## src/rtl/store_buf_pkg.sv

```systemverilog
// Shared definitions for the store buffer slice.
// Holds the RV32 width constants and the store-buffer geometry
// (entry count and pointer width) used by store_buf and its
// forwarding search sub-module.
package store_buf_pkg;

  localparam int RV32_ADDR_WIDTH = 32;
  localparam int RV32_DATA_WIDTH = 32;

  // Store-buffer geometry: entry count and log2 of it.
  localparam int STBUF_ENT_NUM = 8;
  localparam int STBUF_ENT_SEL = 3;

endpackage

```

## src/rtl/store_buf_fwd_search.sv

```systemverilog
// stbuf_fwd_search: combinational store-to-load forwarding search.
// Compares the load address against every valid store-buffer entry and
// returns the youngest match, i.e. the one closest to tail-1 in wrap order.
// Ports:
//   valid   - per-entry valid bits
//   addr    - per-entry store addresses
//   tail    - next free slot (entry tail-1 is the youngest)
//   ld_addr - load address being searched
//   hit     - some valid entry matches ld_addr
//   idx     - physical index of the youngest matching entry
module stbuf_fwd_search
  import store_buf_pkg::*;
#(
  parameter int DEPTH = STBUF_ENT_NUM,
  parameter int PTR_W = STBUF_ENT_SEL
) (
  input  logic [DEPTH-1:0]           valid,
  input  logic [RV32_ADDR_WIDTH-1:0] addr [DEPTH],
  input  logic [PTR_W-1:0]           tail,
  input  logic [RV32_ADDR_WIDTH-1:0] ld_addr,
  output logic                       hit,
  output logic [PTR_W-1:0]           idx
);

  logic [DEPTH-1:0] match;
  logic [DEPTH-1:0] rot_match;
  logic [PTR_W-1:0] rot_idx [DEPTH];

  // Rotate the match vector so that position k holds entry tail-1-k;
  // position 0 is then the youngest entry regardless of wrap.
  for (genvar g = 0; g < DEPTH; g++) begin : g_match
    assign match[g]     = valid[g] && (addr[g] == ld_addr);
    assign rot_idx[g]   = tail - PTR_W'(1) - PTR_W'(g);
    assign rot_match[g] = match[rot_idx[g]];
  end

  // Priority encoder: lowest rotated position wins, so iterate from the
  // oldest down and let the last assignment stand.
  always_comb begin
    hit = |rot_match;
    idx = '0;
    for (int k = DEPTH - 1; k >= 0; k--) begin
      if (rot_match[k]) begin
        idx = rot_idx[k];
      end
    end
  end

endmodule

```

## src/rtl/store_buf.sv

```systemverilog
// store_buf: in-order store buffer between the load/store exec unit,
// the ROB commit path and data memory.
// Stores are allocated at tail when execution finishes, marked committed
// by advancing com, and drained from head to dmem whenever the load path
// leaves the port free. Loads are forwarded the youngest matching entry.
// Ports:
//   clk, rst_n                     - clock, synchronous active-low reset
//   i_exfin_st/_addr/_data         - allocate a finished store
//   o_stbuf_full                   - every entry occupied (registered)
//   i_ld_addr, o_stbuf_addr_hit,
//   o_stbuf_rd_data                - forwarding search for loads
//   i_com_st_num                   - stores committed by ROB this cycle (0-2)
//   i_flush                        - discard all uncommitted entries
//   i_dmem_occupy                  - load owns the dmem port this cycle
//   o_dmem_we/_wr_addr/_wr_data    - head entry write to dmem
module store_buf
  import store_buf_pkg::*;
#(
  parameter int DEPTH = STBUF_ENT_NUM,
  parameter int PTR_W = STBUF_ENT_SEL
) (
  input  logic                       clk,
  input  logic                       rst_n,
  input  logic                       i_exfin_st,
  input  logic [RV32_ADDR_WIDTH-1:0] i_exfin_st_addr,
  input  logic [RV32_DATA_WIDTH-1:0] i_exfin_st_data,
  output logic                       o_stbuf_full,
  input  logic [RV32_ADDR_WIDTH-1:0] i_ld_addr,
  output logic                       o_stbuf_addr_hit,
  output logic [RV32_DATA_WIDTH-1:0] o_stbuf_rd_data,
  input  logic [1:0]                 i_com_st_num,
  input  logic                       i_flush,
  input  logic                       i_dmem_occupy,
  output logic                       o_dmem_we,
  output logic [RV32_ADDR_WIDTH-1:0] o_dmem_wr_addr,
  output logic [RV32_DATA_WIDTH-1:0] o_dmem_wr_data
);

  logic [PTR_W-1:0]           head, com, tail;
  logic [PTR_W:0]             cnt, ncom;
  logic [DEPTH-1:0]           valid, valid_next;
  logic [RV32_ADDR_WIDTH-1:0] addr_q [DEPTH];
  logic [RV32_DATA_WIDTH-1:0] data_q [DEPTH];

  logic                       alloc, drain;
  logic [PTR_W:0]             alloc_ext, drain_ext, com_num_ext;
  logic [PTR_W-1:0]           com_next;
  logic [PTR_W:0]             uncom_left;
  logic [DEPTH-1:0]           flush_kill;
  logic [PTR_W-1:0]           kill_off [DEPTH];

  logic                       fwd_hit;
  logic [PTR_W-1:0]           fwd_idx;

  assign o_stbuf_full = (cnt == (PTR_W+1)'(DEPTH));

  // A store arriving in a flush cycle belongs to the wrong path and is dropped.
  assign alloc = i_exfin_st && !o_stbuf_full && !i_flush;
  assign drain = (ncom != '0) && !i_dmem_occupy;

  assign alloc_ext   = (PTR_W+1)'(alloc);
  assign drain_ext   = (PTR_W+1)'(drain);
  assign com_num_ext = (PTR_W+1)'(i_com_st_num);

  // Same-cycle commits are applied before a flush, so the flush boundary
  // is the post-commit com pointer.
  assign com_next   = com + PTR_W'(i_com_st_num);
  assign uncom_left = cnt - ncom - com_num_ext;

  // An entry is discarded by a flush when its distance from com_next is
  // inside the remaining uncommitted span.
  for (genvar g = 0; g < DEPTH; g++) begin : g_kill
    assign kill_off[g]   = PTR_W'(g) - com_next;
    assign flush_kill[g] = ({1'b0, kill_off[g]} < uncom_left);
  end

  always_comb begin
    valid_next = valid;
    if (i_flush) begin
      valid_next = valid & ~flush_kill;
    end
    if (drain) begin
      valid_next[head] = 1'b0;
    end
    if (alloc) begin
      valid_next[tail] = 1'b1;
    end
  end

  always_ff @(posedge clk) begin
    if (!rst_n) begin
      head  <= '0;
      com   <= '0;
      tail  <= '0;
      cnt   <= '0;
      ncom  <= '0;
      valid <= '0;
      for (int i = 0; i < DEPTH; i++) begin
        addr_q[i] <= '0;
        data_q[i] <= '0;
      end
    end else begin
      valid <= valid_next;
      com   <= com_next;
      ncom  <= ncom + com_num_ext - drain_ext;
      if (drain) begin
        head <= head + PTR_W'(1);
      end
      // After a flush only committed entries survive, so the occupied
      // count collapses to the new committed count.
      if (i_flush) begin
        tail <= com_next;
        cnt  <= ncom + com_num_ext - drain_ext;
      end else begin
        if (alloc) begin
          tail <= tail + PTR_W'(1);
        end
        cnt <= cnt + alloc_ext - drain_ext;
      end
      if (alloc) begin
        addr_q[tail] <= i_exfin_st_addr;
        data_q[tail] <= i_exfin_st_data;
      end
    end
  end

  stbuf_fwd_search #(
    .DEPTH (DEPTH),
    .PTR_W (PTR_W)
  ) u_fwd_search (
    .valid   (valid),
    .addr    (addr_q),
    .tail    (tail),
    .ld_addr (i_ld_addr),
    .hit     (fwd_hit),
    .idx     (fwd_idx)
  );

  assign o_stbuf_addr_hit = fwd_hit;
  assign o_stbuf_rd_data  = fwd_hit ? data_q[fwd_idx] : '0;

  assign o_dmem_we      = drain;
  assign o_dmem_wr_addr = addr_q[head];
  assign o_dmem_wr_data = data_q[head];

  a_no_alloc_when_full : assert property (@(posedge clk) disable iff (!rst_n)
    !(i_exfin_st && o_stbuf_full));

  a_commit_bound : assert property (@(posedge clk) disable iff (!rst_n)
    com_num_ext <= (cnt - ncom));

endmodule

```

## config.mk

```make
export PLATFORM = sky130hd
export DESIGN_NAME = store_buf
export DESIGN_NICKNAME = d
export VERILOG_FILES = /design/src/rtl/store_buf_pkg.sv /design/src/rtl/store_buf_fwd_search.sv /design/src/rtl/store_buf.sv
export SDC_FILE = /design/constraint.sdc
export NUM_CORES = 1
export LEC_CHECK = 0
export ABC_CLOCK_PERIOD_IN_PS = 6700
export CAP_MARGIN = 5
export CORE_MARGIN = 4
export CORE_UTILIZATION = 65
export DETAILED_ROUTE_END_ITERATION = 6
export DONT_BUFFER_PORTS = 1
export GPL_TIMING_DRIVEN = 0
export PLACE_DENSITY_LB_ADDON = 0.1
export SKIP_LAST_GASP = 1
export SLEW_MARGIN = 0
export SYNTH_ARGS = -nofsm -noshare
export SYNTH_HDL_FRONTEND = slang
export SYNTH_SLANG_ARGS = --single-unit
```

## constraint.sdc

```tcl
create_clock -name clk -period 6.7 [get_ports clk]
set_clock_uncertainty 0.1 [all_clocks]
set_input_delay 1.005 -clock clk [delete_from_list [all_inputs] [get_ports clk]]
set_output_delay 1.005 -clock clk [all_outputs]
set_load 0.01 [all_outputs]
```

==> reports/metrics.cfg <==
[critical_path]
max_stage_delay_ns=0.73
cp-end-kind=output port
cp_cell_sequence=buf_2 -> xnor2_1 -> nand4_1 -> nor4_2 -> nand3_1 -> mux2i_1 -> mux2_1 -> a22o_1 -> a221oi_1 -> o22a_1 -> o22ai_4 -> buf_4 -> mux2i_1 -> o221a_1
cpMaxStageDelayCell=nor4_2
crit_path_frequent_cell=mux2i_1
reg2reg_to=data_q[1][1]
cp-start-kind=primary input
r2r-start=tail[0]
worstSetupPathType=in -> out
arrival_ns=5.80
worstPathMaxFanout=10
rrSetupSlack_ns=1.91
crit_family=simple AND/OR/NAND/NOR gates
cp-endpoint=o_stbuf_rd_data[17]
crit_cells=14
crit_start=i_ld_addr[28]
reg2reg_depth=9
crit_required_ns=5.59
cp_num_buf_inv=2

[power]
p_switching_mw=3.75
p_seq_share_pct=35.2
p_leak_nw=12.1
p_per_area_nw_per_um2=312
clockPowerShare_pct=29.6
p_comb_share_pct=35.3
ir_drop_v=0.000355
p_int_mw=6.82
switching_share_pct=35.5

[grt]
grt_pass1_vias=24200
grt_usage_pct=45.0
antenna_found_initial=3
grt_pass1_wl_mm=167
overflow=0
grt_max_degree=33

[floorplanning]
ios=202
die_h_um=226
die_w_um=226
row_count=79
dieArea_um2=50900
initial_utilization_pct=65.9
core_region_area_um2=46700

[logic_synthesis]
synth.avg_cell_area_um2=11.6
synth-seq-area-share_pct=43.5
syn-num-nets=2793
synth_ff_type=dfxtp_1
yosys_warnings=0
syn_inst=2651
synth_seq_cells=540
syn_area_um2=30800
synth_edf_count=256
async_flop_share_pct=0
synth_cell_types=77

[clock_tree]
htree_levels=2
cts_tree=yes
clk_pin_slew_ns=0.06
clockBufferDepth=3
numClockSinks=540
clkLatencyLatePin_ns=0.61
clock-root-buffer=clkbuf_16
cts_hold_buf=0
cts_made_buffers=53

[sta]
finalMaxSlewViolations=0
fin_tns_setup_ns=-4.09
finalSetupViolCount=32
maxSlewHeadroom_pct=6.27
worst_pin_slew_ns=1.41
rsz0062_at_grt=false
hold_violations=0
fin_crit_sh_pct=103
final.setup.worst_slack_ns=-0.208
fmax_mhz=145
fin_crit_ns=6.91

[route]
num_vias=25100
routedWlPerCell_um=34.8
avgViaCountPerCell=7.46
firstDrtPassIters=6
wirelength_mm=117
drc=0
ant_nets=0
first_iter_violations=3758

[placement]
place_congestion=1.09
portBuffers=0
dp_hpwl_mm=86.2
place_inst=3261

[finish]
final_common_cell=dfxtp_1
n_fill_cell=3147
syn_to_final_growth_pct=9.93
final_cell_mix=284 x dfxtp_1, 275 x and2_1, 256 x a22o_1, 256 x edfxtp_1, 232 x xnor2_1
instances_no_fill=3363
nNetsFinal=2854
multi_input_area_um2=16500
seqCellArea_um2=13400
drive_gt1_share_pct=15.8

[run]
cap_violations=0

[run_status]
outcome=complete, but fails checks
violations=negative setup slack

[min_path]
hold_path.class=reg -> reg

sequential cells by signal, indices dropped and copies added, names as in the netlist, named ones only:
register / count
com: 3
tail: 3
ncom: 4
head: 3
valid: 8
addr_q: 256
data_q: 256
cnt: 4
power by group through the flow:
stage | Clock [mW] | Combinational [mW] | Sequential [mW]
3_5_place_dp | 0 | 3.53 | 3.78
2_1_floorplan | 0 | 2.52 | 3.74
6_report | 3.12 | 3.73 | 3.72
4_1_cts | 3.08 | 3.62 | 3.71
3_3_place_gp | 0 | 3.43 | 3.77
5_1_grt | 3.22 | 3.90 | 3.73
how the worst min path moves through the flow:
stage	start	end	slack, ns	cells past startpoint
floorplan	valid[7]	valid[7]	0.37	1
global placement	valid[7]	valid[7]	0.40	1
detailed placement	addr_q[184]	addr_q[184]	0.41	1
CTS	addr_q[44]	addr_q[44]	0.43	1
global route	addr_q[167]	addr_q[167]	0.44	1
finish	addr_q[36]	addr_q[36]	0.43	1
cells in the mapped netlist, drive strengths merged (20+ instances only):
cell / n / area share (%)
dfxtp: 284 / 18
and2: 276 / 5.6
a22o: 256 / 7.3
edfxtp: 256 / 25
xnor2: 239 / 6.8
mux2i: 148 / 4.8
mux4: 131 / 9.6
clkbuf: 123 / 1.5
buf: 119 / 1.9
nand4: 118 / 2.4
mux2: 99 / 3.6
nand2: 70 / 0.85
a21oi: 60 / 0.98
inv: 50 / 0.61
nor2: 47 / 0.57
nand3: 38 / 0.62
ha: 34 / 1.4
o221a: 32 / 1.2
o21ai: 28 / 0.46
xor2: 27 / 0.77
nor4: 25 / 0.55
nand2b: 20 / 0.41
nor3: 20 / 0.34
final cells by class:
type / instances / share of cell area [%]
Clock inverter: 23 / 0.585
Inverter: 51 / 0.566
Clock buffer: 73 / 4.72
Multi-Input combinational cell: 1818 / 48.7
Buffer: 239 / 3.31
Timing Repair Buffer: 9 / 0.311
Sequential cell: 540 / 39.5
Antenna cell: 3 / 0.0222
Tap cell: 607 / 2.25
metal layers:
metal | track usage (%) | up-vias | share of wire, %
met4 | 30.5 | 0 | 8.7
met3 | 10.4 | 511 | 12
li1 | - | 10200 | -
met2 | 69.3 | 2158 | 45
met1 | 56.9 | 12300 | 34
met5 | 0 | - | 0
repair_timing:
action                                  in CTS  in global routing
gates cloned                                 0                  0
pin swaps                                    2                  6
gates resized for setup                     68                 37
setup buffers                                1                  4
endpoints found under the setup margin      33                 33
cell families after synthesis:
logic type / after synthesis / synth area share (%)
AOI/OAI and AO/OA: 478 / 12.7
DFF: 540 / 43.5
adders and majority gates: 39 / 1.71
and+or+nand+nor: 657 / 12.5
xor gates and xnor gates: 266 / 7.57
muxes: 378 / 18.0
buffers and inverters: 293 / 4.01
metrics by stage:
stage | worst slack [ns] | hold WS [ns] | util, % | instance area [µm²] | power (mW)
CTS | -0.0163 | 0.429 | 72.1 | 33600 | 10.4
global route | 0.00190 | 0.443 | 72.5 | 33800 | 10.8
floorplan | 0.896 | 0.365 | - | 30800 | 6.26
detailed placement | -1.31 | 0.410 | 67.7 | 31600 | 7.31
global placement | -1.30 | 0.398 | 67.6 | 31500 | 7.20
finish | -0.208 | 0.427 | 72.5 | 33800 | 10.6
Power figures use the tool's default switching activity.
